$ cat config.mk
export PLATFORM = sky130hd
export DESIGN_NAME = rob_retire
export DESIGN_NICKNAME = d
export VERILOG_FILES = /design/src/rtl/rob_retire.sv
export SDC_FILE = /design/constraint.sdc
export NUM_CORES = 1
export LEC_CHECK = 0
export ABC_AREA = 1
export BUFFER_PORTS_ARGS = -buffer_cell sky130_fd_sc_hd__buf_4
export CAP_MARGIN = 20
export CORE_MARGIN = 10
export CORE_UTILIZATION = 51
export DETAILED_ROUTE_END_ITERATION = 16
export PLACE_DENSITY_LB_ADDON = 0.05
export SLEW_MARGIN = 5
export SYNTH_ARGS = -nofsm -noshare
export SYNTH_HDL_FRONTEND = slang
export SYNTH_SLANG_ARGS = --single-unit
$ cat constraint.sdc
create_clock -name clk -period 3.4 [get_ports clk]
set_input_delay 0 -clock clk [delete_from_list [all_inputs] [get_ports clk]]
set_output_delay 0 -clock clk [all_outputs]
set_load 0.02 [all_outputs]
$ cat src/rtl/rob_retire.sv
// Reorder buffer retirement end: allocates renamed instructions in order, marks them done on
// completion, retires the oldest done entry per cycle and hands its old physical register back.
module rob_retire #(
    parameter int DEPTH  = 16,
    parameter int PREG_W = 6,
    parameter int AREG_W = 5,
    localparam int IDX_W = $clog2(DEPTH)
) (
    input  logic              clk,
    input  logic              rst_n,

    input  logic              alloc_valid,
    output logic              alloc_ready,
    input  logic [AREG_W-1:0] alloc_rd,
    input  logic [PREG_W-1:0] alloc_pd,
    input  logic [PREG_W-1:0] alloc_old_pd,
    output logic [IDX_W-1:0]  alloc_tag,

    input  logic              cmpl_valid,
    input  logic [IDX_W-1:0]  cmpl_tag,

    output logic              commit_valid,
    output logic [AREG_W-1:0] commit_rd,
    output logic [PREG_W-1:0] commit_pd,

    output logic              free_valid,
    output logic [PREG_W-1:0] free_preg,
    input  logic              free_ready,

    output logic [IDX_W:0]    rob_count
);

    localparam logic [IDX_W:0]   FULL_COUNT = (IDX_W + 1)'(DEPTH);
    localparam logic [IDX_W-1:0] PTR_ONE    = IDX_W'(1);

    logic [DEPTH-1:0]  ent_valid;
    logic [DEPTH-1:0]  ent_done;
    logic [AREG_W-1:0] ent_rd     [DEPTH];
    logic [PREG_W-1:0] ent_pd     [DEPTH];
    logic [PREG_W-1:0] ent_old_pd [DEPTH];

    logic [IDX_W-1:0] head;
    logic [IDX_W-1:0] tail;
    logic [IDX_W:0]   count;

    logic accept;
    logic free_stall;
    logic retire;
    logic head_has_dest;

    // Handshakes: a transfer happens at a rising edge where valid & ready are both high.
    // A producer holds valid and its payload stable until that edge; ready never depends on valid.
    assign alloc_ready   = (count != FULL_COUNT);
    assign accept        = alloc_valid & alloc_ready;
    assign alloc_tag     = tail;
    assign rob_count     = count;

    // A pending free that the pool has not taken blocks retirement so free_preg never changes under it.
    assign free_stall    = free_valid & ~free_ready;
    assign retire        = ent_valid[head] & ent_done[head] & ~free_stall;
    assign head_has_dest = (ent_rd[head] != '0);

    always_ff @(posedge clk or negedge rst_n) begin
        if (!rst_n) begin
            ent_valid <= '0;
            ent_done  <= '0;
        end else begin
            if (accept) begin
                ent_valid[tail] <= 1'b1;
                ent_done[tail]  <= 1'b0;
            end
            // The tail slot is never valid when accepting, so a completion cannot race an allocation.
            if (cmpl_valid && ent_valid[cmpl_tag]) begin
                ent_done[cmpl_tag] <= 1'b1;
            end
            if (retire) begin
                ent_valid[head] <= 1'b0;
            end
        end
    end

    always_ff @(posedge clk) begin
        if (accept) begin
            ent_rd[tail]     <= alloc_rd;
            ent_pd[tail]     <= alloc_pd;
            ent_old_pd[tail] <= alloc_old_pd;
        end
    end

    always_ff @(posedge clk or negedge rst_n) begin
        if (!rst_n) begin
            head  <= '0;
            tail  <= '0;
            count <= '0;
        end else begin
            if (accept) begin
                tail <= tail + PTR_ONE;
            end
            if (retire) begin
                head <= head + PTR_ONE;
            end
            count <= count + (IDX_W + 1)'(accept) - (IDX_W + 1)'(retire);
        end
    end

    always_ff @(posedge clk or negedge rst_n) begin
        if (!rst_n) begin
            commit_valid <= 1'b0;
            commit_rd    <= '0;
            commit_pd    <= '0;
        end else begin
            commit_valid <= retire;
            if (retire) begin
                commit_rd <= ent_rd[head];
                commit_pd <= ent_pd[head];
            end
        end
    end

    // A retire with a destination reloads the free slot on the same edge the old value is taken.
    always_ff @(posedge clk or negedge rst_n) begin
        if (!rst_n) begin
            free_valid <= 1'b0;
            free_preg  <= '0;
        end else if (retire && head_has_dest) begin
            free_valid <= 1'b1;
            free_preg  <= ent_old_pd[head];
        end else if (free_valid && free_ready) begin
            free_valid <= 1'b0;
        end
    end

endmodule

==> flow_summary.json, run 1 <==
{
  "crit_fanout": 96,
  "io_pins": 55,
  "min_period_ps": 3080,
  "die_w_um": 186,
  "finalWeightedCongestion": 0.879,
  "wl_met1_um": 16400,
  "leakage_nw": 6.55,
  "synth_xor_area_share_pct": 0.558,
  "die_area_sq_mm": 0.0347,
  "cts_tree": "built",
  "yosys.area_share.adder_pct": 1.38,
  "seq_area_frac_synth_pct": 69.2,
  "ff2ff_path_depth": 10,
  "power_density_mw_per_mm2": 883,
  "port_buffers": 54,
  "rows": 60,
  "wl_met2_um": 16700,
  "syn_avg_cell_area_sq_um": 10.8,
  "finalHoldViolations": 0,
  "setup_violations": 0,
  "ys_ff_latch": 336,
  "dp.cells": 1686,
  "clk_latency_ps": 520,
  "drc": 0,
  "area_delta_synth_final_pct": 16.6,
  "vias": 9643,
  "peakVddDrop_mv": 0.499,
  "clockBufferDepth": 3,
  "syn-cell-area_sq_mm": 0.0141,
  "timing.hold.ws_ps": 172,
  "tns_ps": 0,
  "rsz0062_at_grt": "no",
  "grt_pass1_wl_um": 55900,
  "post-route-util_pct": 60.8,
  "period_share_pct": 90.7,
  "relSlewSlack_pct": 26.6,
  "critPathLaunchType": "flop",
  "cts-buffers-inserted": 37,
  "finalNetCount": 1422,
  "drive_gt1_share_pct": 10.0,
  "fin_ws_ps": 316,
  "synth-compound-area-share_pct": 8.98,
  "dp_hpwl_um": 19800,
  "wl_um": 36400,
  "drv_slew": 0,
  "stdcell_count": 1782,
  "cts.sinks": 336,
  "cts_resized": 0,
  "drt_iter0_markers": 747,
  "synth_top_family_by_area": "simple AND/OR/NAND/NOR gates",
  "hp-class": "input pin to asynchronous set/reset pin",
  "synth_cells": 1302,
  "grt_use_total_pct": 20.5,
  "dr_wl_met3_um": 2440,
  "synthMuxAreaShare_pct": 0,
  "yosys.area_share.simple_pct": 14.9,
  "end_kind": "flop",
  "start_util_pct": 52.1,
  "arrival_ps": 3460,
  "highest_layer": "met4",
  "synth.distinct_cells": 25,
  "dpl-instance-area_sq_mm": 0.0149,
  "maxCapViolations": 0,
  "antenna_found_initial": 1,
  "ant_nets": 0,
  "dr.pass1.iters": 5,
  "htreeDepth": 2,
  "power.total_mw": 14.5,
  "place_ws_ps": 311,
  "grt_max_degree": 97,
  "critical_path_class": "flop to flop",
  "fmax_mhz": 324,
  "synth_warnings": 0,
  "syn_nets": 1343,
  "fin_worst_skew_ps": 20.5,
  "required_ps": 3770,
  "routedWlPerCell_um": 20.4,
  "grt_overflow": 0,
  "die_y_um": 186,
  "rrSetupSlack_ps": 320,
  "grt_pass1_vias": 9339,
  "clk_pin_slew_ps": 60,
  "status": "completed",
  "final_cell_area_sq_mm": 0.0165,
  "worstMarginPinSlew_ps": 1100,
  "vias_per_cell": 5.41,
  "root_buffer": "clkbuf_16",
  "core_sq_mm": 0.0271
}
worst max-delay path, cell delays in order (launching register included):
cell	delay (ps)
dfrtp_4	560
buf_4	810
nand2_1	140
nand2_1	100
o21ai_0	80
nand2_1	60
nand2_1	50
nor2_1	200
nand2_1	170
o21ai_2	560
nand2_1	120
synthesized netlist by cell type, drive strengths merged:
| cell | n | area share [%] |
|---|---|---|
| xnor2 | 1 | 0.062 |
| edfxtp | 272 | 58 |
| a2bb2oi | 2 | 0.12 |
| a31oi | 4 | 0.18 |
| nand2 | 308 | 8.2 |
| nand3 | 34 | 1.2 |
| a22oi | 18 | 0.96 |
| dfrtp | 64 | 11 |
| fa | 1 | 0.14 |
| a21oi | 3 | 0.11 |
| nor2 | 186 | 4.9 |
| o22ai | 48 | 2.1 |
| nand4 | 13 | 0.58 |
| o21ai | 154 | 5.5 |
| inv | 107 | 2.8 |
| clkbuf | 30 | 0.80 |
| clkinv | 2 | 0.053 |
| xor2 | 8 | 0.50 |
| ha | 14 | 1.2 |
| buf | 33 | 1.3 |
flip-flops by register name, indices dropped and copies added, names as in the netlist, 5 cells and up:
| name | count |
|---|---|
| commit_pd | 6 |
| commit_rd | 5 |
| ent_done | 16 |
| ent_old_pd | 96 |
| ent_pd | 96 |
| ent_rd | 80 |
| ent_valid | 16 |
| free_preg | 6 |
| rob_count | 5 |
path summary, 6_finish.rpt:
kind | from | endpoint
min | rst_n | commit_pd[5]
max | head[0] | free_valid
max in group asynchronous | rst_n | head[0]
min reg2reg | commit_pd[2] | commit_pd[2]
max reg2reg | head[0] | free_valid
min in group clk | cmpl_valid | ent_done[10]
layer usage:
| metal | track usage [%] | up-vias |
|---|---|---|
| li1 | - | 4594 |
| met1 | 28.1 | 4675 |
| met2 | 32.5 | 307 |
| met3 | 3.78 | 67 |
| met4 | 6.75 | 0 |
| met5 | 0 | - |
cell type report:
class	instances	area, sq um
antenna	1	2.50
clock buffer	52	1060
clock inverter	15	154
fill	2236	10600
inverter	109	412
multi-input combinational	794	3660
sequential	336	9770
tap	372	465
timing repair buffer	103	931
kinds of logic after synthesis:
| group | count (synthesis) |
|---|---|
| XOR/XNOR | 9 |
| buffers and inverters | 172 |
| adder cells (fa/ha/maj) | 15 |
| flip-flops | 336 |
| AND/OR/NAND/NOR | 541 |
| AO/OA/AOI/OAI | 229 |
report_power, final:
part | internal (mW) | switching, mW | leakage [nW]
Sequential | 5.15 | 0.388 | 3.22
Clock | 2.41 | 1.58 | 0.599
Combinational | 1.56 | 3.46 | 2.73
cell usage in the layout (no fill, tap or decap), types with 25 or more instances in the layout:
cell	count
nand2_1	308
edfxtp_1	272
o21ai_0	127
o22ai_1	48
buf_4	72
dfrtp_1	62
nand3_1	34
o21ai_1	26
dlygate4sd3_1	25
clkbuf_16	38
inv_1	104
nor2_1	182
timing repair:
action	in CTS	in global routing
hold buffers	25	0
hold endpoints to repair	354	0
setup buffers	0	0
Note: power is estimated with default switching activity, not from simulation.
==> run 2: changes to the inputs <==
==> constraint.sdc (replaced) <==
create_clock -name clk -period 2.6 [get_ports clk]
set_input_delay 0 -clock clk [delete_from_list [all_inputs] [get_ports clk]]
set_output_delay 0 -clock clk [all_outputs]
set_load 0.02 [all_outputs]
==> flow_summary.json, run 2 (synthesized netlist as in run 1, its figures left out) <==
{
  "arrival_ps": 2990,
  "grt_pass1_vias": 9342,
  "dpl-instance-area_sq_mm": 0.0152,
  "port_buffers": 54,
  "relSlewSlack_pct": 39.2,
  "crit_fanout": 7,
  "rrSetupSlack_ps": 4,
  "critical_path_class": "flop to flop",
  "dp_hpwl_um": 19800,
  "io_pins": 55,
  "r2r-end": "rob_count[4]",
  "power_density_mw_per_mm2": 1140,
  "drive_gt1_share_pct": 11.9,
  "die_area_sq_mm": 0.0347,
  "place_ws_ps": 14.5,
  "power.total_mw": 18.9,
  "drt_iter0_markers": 837,
  "clockBufferDepth": 3,
  "peakVddDrop_mv": 0.641,
  "largestRegisters": "ent_old_pd x96, ent_pd x96, ent_rd x80",
  "drv_slew": 0,
  "vias_per_cell": 5.44,
  "grt_overflow": 0,
  "layout_commonest_cell": "nand2_1",
  "ff2ff_path_depth": 17,
  "fin_worst_skew_ps": 12.9,
  "clk_latency_ps": 510,
  "ant_nets": 0,
  "cts-buffers-inserted": 35,
  "leakage_nw": 6.60,
  "min_period_ps": 2600,
  "start_util_pct": 52.1,
  "required_ps": 2990,
  "rows": 60,
  "drc": 0,
  "status": "completed",
  "grt_max_degree": 119,
  "die_w_um": 186,
  "cts.sinks": 336,
  "cts_tree": "built",
  "vias": 9807,
  "worstMarginPinSlew_ps": 912,
  "core_sq_mm": 0.0271,
  "maxCapViolations": 0,
  "period_share_pct": 99.9,
  "critPathLaunchType": "flop",
  "stdcell_count": 1803,
  "end_kind": "flop",
  "clk_pin_slew_ps": 60,
  "root_buffer": "clkbuf_16",
  "dr.pass1.iters": 5,
  "rsz0062_at_grt": "yes",
  "mostFrequentLayoutCells": "nand2_1 (306), edfxtp_1 (272), nor2_1 (177)",
  "setup_violations": 0,
  "finalWeightedCongestion": 0.887,
  "hp-class": "input pin to asynchronous set/reset pin",
  "n_antenna_cell": 0,
  "routedWlPerCell_um": 20.6,
  "reg2reg_from": "head[0]",
  "die_y_um": 186,
  "antenna_found_initial": 0,
  "htreeDepth": 2,
  "grt_pass1_wl_um": 55600,
  "finalHoldViolations": 0,
  "finalNetCount": 1451,
  "grt_use_total_pct": 20.5,
  "wl_um": 37100,
  "final_cell_area_sq_mm": 0.0166,
  "area_delta_synth_final_pct": 17.3,
  "dp.cells": 1713,
  "fmax_mhz": 385,
  "fin_ws_ps": 3.62
}
## run 2: cell count changes in the layout (fill, tap and decap cells not counted), moves of 3 or more
cell,delta
dlygate4sd3_1,+4
nor2_2,+3
clkbuf_1,+5
clkinv_2,-3
buf_16,-3
clkbuf_8,-4
buf_12,+4
bufinv_16,-3
nor2_1,-5
o21ai_0,-3
buf_4,+24
## run 2: repair_timing
item / 4_1_cts / 5_1_grt
gates resized for setup: 0 / 22
hold endpoints to repair: 355 / 0
setup endpoints to repair: 0 / 18
hold buffers: 29 / 0
setup buffers: 0 / 2
## run 2: layout make-up
class	instances	area (sq um)
clock buffers	50	952
clock inverters	8	37.5
fillers	2206	10500
inverters	109	417
multi-input cells	794	3730
flip-flops and latches	336	9770
well taps	372	465
repair buffers	134	1180
## run 2: how the worst max path moves through the flow
stage,startpoint,endpoint,slack [ps],depth (start not counted)
floorplan,head[0],rob_count[4],-30,18
global placement,head[0],rob_count[4],40,17
detailed placement,head[0],rob_count[4],10,15
CTS,head[0],rob_count[4],0.2,15
global route,head[0],rob_count[4],-140,16
finish,head[0],rob_count[4],4,17
## run 2: where the power goes
group | switching (mW) | internal [mW]
logic | 4.77 | 2.44
registers | 0.480 | 6.73
clock network | 1.94 | 2.53
## run 2: stage by stage
stage          TNS, ps  util [%]  hold WS, ps
2_1_floorplan    -28.1         -         -296
3_3_place_gp         0      56.0          186
3_5_place_dp         0      56.0          194
4_1_cts              0      60.7          203
5_1_grt           -331      61.1          252
6_report             0      61.1          171
## run 2: critical path, cell delays in order (launching register included)
cell and delay, ps:
dfrtp_4 530, buf_12 160, buf_8 120, nand2_1 70, nand3_1 80, nand2_1 60
nand2_1 50, nand2_1 80, o21ai_2 70, nor2_4 140, ha_4 220, inv_2 60
ha_4 120, inv_2 30, fa_2 340, o21ai_1 130, a21oi_1 80, xor2_1 140
## run 2: metal layers
metal	wire length (um)	track usage, %
met5	0	0
met4	792	5.85
met3	2260	2.83
met2	17700	33.4
met1	16400	28.1
==> run 3: changes to the inputs <==
--- a/config.mk
+++ b/config.mk
@@ -7,9 +7,11 @@
 export LEC_CHECK = 0
 export ABC_AREA = 1
 export BUFFER_PORTS_ARGS = -buffer_cell sky130_fd_sc_hd__buf_4
-export CAP_MARGIN = 20
+export CAP_MARGIN = 10
+export CELL_PAD_IN_SITES_DETAIL_PLACEMENT = 1
+export CELL_PAD_IN_SITES_GLOBAL_PLACEMENT = 1
 export CORE_MARGIN = 10
-export CORE_UTILIZATION = 51
+export CORE_UTILIZATION = 45
 export DETAILED_ROUTE_END_ITERATION = 16
 export PLACE_DENSITY_LB_ADDON = 0.05
 export SLEW_MARGIN = 5
==> flow_summary.json, run 3 (synthesized netlist as in run 1, its figures left out) <==
{
  "cts.sinks": 336,
  "relSlewSlack_pct": 23.9,
  "grt_max_degree": 97,
  "die_y_um": 197,
  "grt_overflow": 0,
  "cts_setup_buffers": 0,
  "maxCapViolations": 0,
  "dp_hpwl_um": 23700,
  "status": "finished, violations left",
  "fin_worst_skew_ps": 15.4,
  "cts_tree": "built",
  "fin_ws_ps": -11.9,
  "root_buffer": "clkbuf_16",
  "timing.hold.ws_ps": -5.96,
  "violations": "hold timing, setup timing",
  "critical_path_class": "flop to flop",
  "crit_cells": 17,
  "drive_gt1_share_pct": 12.8,
  "finalHoldViolations": 3,
  "grt_pass1_vias": 10500,
  "routedWlPerCell_um": 22.6,
  "tns_ps": -11.9,
  "mostFrequentLayoutCells": "nand2_1 (308), edfxtp_1 (272), nor2_1 (177)",
  "die_w_um": 197,
  "wl_um": 41500,
  "period_share_pct": 100,
  "fill_cells": 3244,
  "critPathLaunchType": "flop",
  "slowest_stage": "dfrtp_4",
  "grt_use_total_pct": 21.2,
  "power_density_mw_per_mm2": 1170,
  "dp.cells": 1741,
  "htreeDepth": 2,
  "required_ps": 2990,
  "ff2ff_path_depth": 17,
  "n_antenna_cell": 0,
  "clockBufferDepth": 3,
  "cts-buffers-inserted": 37,
  "reg2reg_from": "head[0]",
  "finalWeightedCongestion": 0.847,
  "die_area_sq_mm": 0.0389,
  "port_buffers": 54,
  "path_buf_inv": 3,
  "multi_input_area_sq_mm": 0.00372,
  "vias_per_cell": 5.48,
  "cp_top_family": "adder cells",
  "finalNetCount": 1453,
  "rows": 64,
  "r2r-end": "rob_count[4]",
  "start_util_pct": 45.9,
  "core_sq_mm": 0.0307,
  "crit_fanout": 6,
  "rsz0062_at_grt": "yes",
  "vias": 10100,
  "peakVddDrop_mv": 0.831,
  "leakage_nw": 6.70,
  "area_delta_synth_final_pct": 19.3,
  "io_pins": 55,
  "end_kind": "flop",
  "arrival_ps": 3010,
  "ant_nets": 0,
  "grt_pass1_wl_um": 62700,
  "drt_iter0_markers": 831,
  "dr.pass1.iters": 4,
  "stdcell_count": 1836,
  "largestRegisters": "ent_old_pd x96, ent_pd x96, ent_rd x80",
  "layout_commonest_cell": "nand2_1",
  "hp-class": "input pin to asynchronous set/reset pin",
  "antenna_found_initial": 0,
  "post-route-util_pct": 54.8,
  "worstMarginPinSlew_ps": 1130,
  "setup_violations": 1,
  "drc": 0,
  "fmax_mhz": 383,
  "rrSetupSlack_ps": -10,
  "crit_chain": "buf_8 -> nor2_1 -> nor2_1 -> o21ai_1 -> o21ai_1 -> nand2_1 -> nand2_1 -> nor2_2 -> nor2_4 -> ha_4 -> inv_2 -> ha_4 -> inv_2 -> fa_2 -> o21ai_2 -> a21oi_2 -> xor2_1",
  "clk_pin_slew_ps": 60,
  "min_period_ps": 2610,
  "clk_latency_ps": 530,
  "drv_slew": 0,
  "seq_area_sq_mm": 0.00977,
  "critPathMaxStageDelay_ps": 540
}
run 3: timing repair:
item,in CTS,in global routing
endpoints found under the hold margin,353,0
resized for setup,2,14
endpoints found under the setup margin,1,8
hold buffers,26,0
cloned,0,2
pin swaps,0,5
run 3: how the worst max path moves through the flow:
stage / from / end / slack (ps)
2_1_floorplan: head[0] / rob_count[4] / -30
3_3_place_gp: head[0] / rob_count[4] / 20
3_5_place_dp: head[0] / rob_count[4] / -30
4_1_cts: head[0] / rob_count[4] / 20
5_1_grt: head[0] / rob_count[4] / -140
6_report: head[0] / rob_count[4] / -10
run 3: cell type report:
class                      instances  area share, %
multi-input combinational        794           22.1
clock inverter                    12          0.438
timing repair buffer             134           7.74
inverter                         109           2.49
sequential                       336           58.0
clock buffer                      55           6.32
tap                              396           2.94
run 3: stage by stage:
| step | power, mW | hold slack, ps | instance area, sq um | worst slack [ps] |
|---|---|---|---|---|
| after floorplan | 11.7 | -296 | 14200 | -28.1 |
| after global placement | 14.4 | 7.36 | 15300 | 18.6 |
| after detailed placement | 14.6 | 11.4 | 15300 | -34.2 |
| after CTS | 19.6 | 8.13 | 16700 | 24.5 |
| after global routing | 20.9 | 34.6 | 16800 | -135 |
| final | 19.7 | -5.96 | 16800 | -11.9 |
run 3: power by group:
part | switching [mW] | total (mW) | internal [mW] | leakage [nW]
Sequential | 0.517 | 7.25 | 6.73 | 3.22
Clock | 2.12 | 4.96 | 2.84 | 0.556
Combinational | 4.96 | 7.48 | 2.52 | 2.93
run 3: layer usage:
| metal | global-route usage, % | vias up | part of all wire (%) | wire [um] |
|---|---|---|---|---|
| li1 | - | 4641 | - | - |
| met1 | 27.9 | 5139 | 44 | 18300 |
| met2 | 36.1 | 213 | 50 | 20700 |
| met3 | 2.88 | 70 | 4.0 | 1640 |
| met4 | 5.64 | 0 | 2.1 | 878 |
| met5 | 0 | - | 0 | 0 |
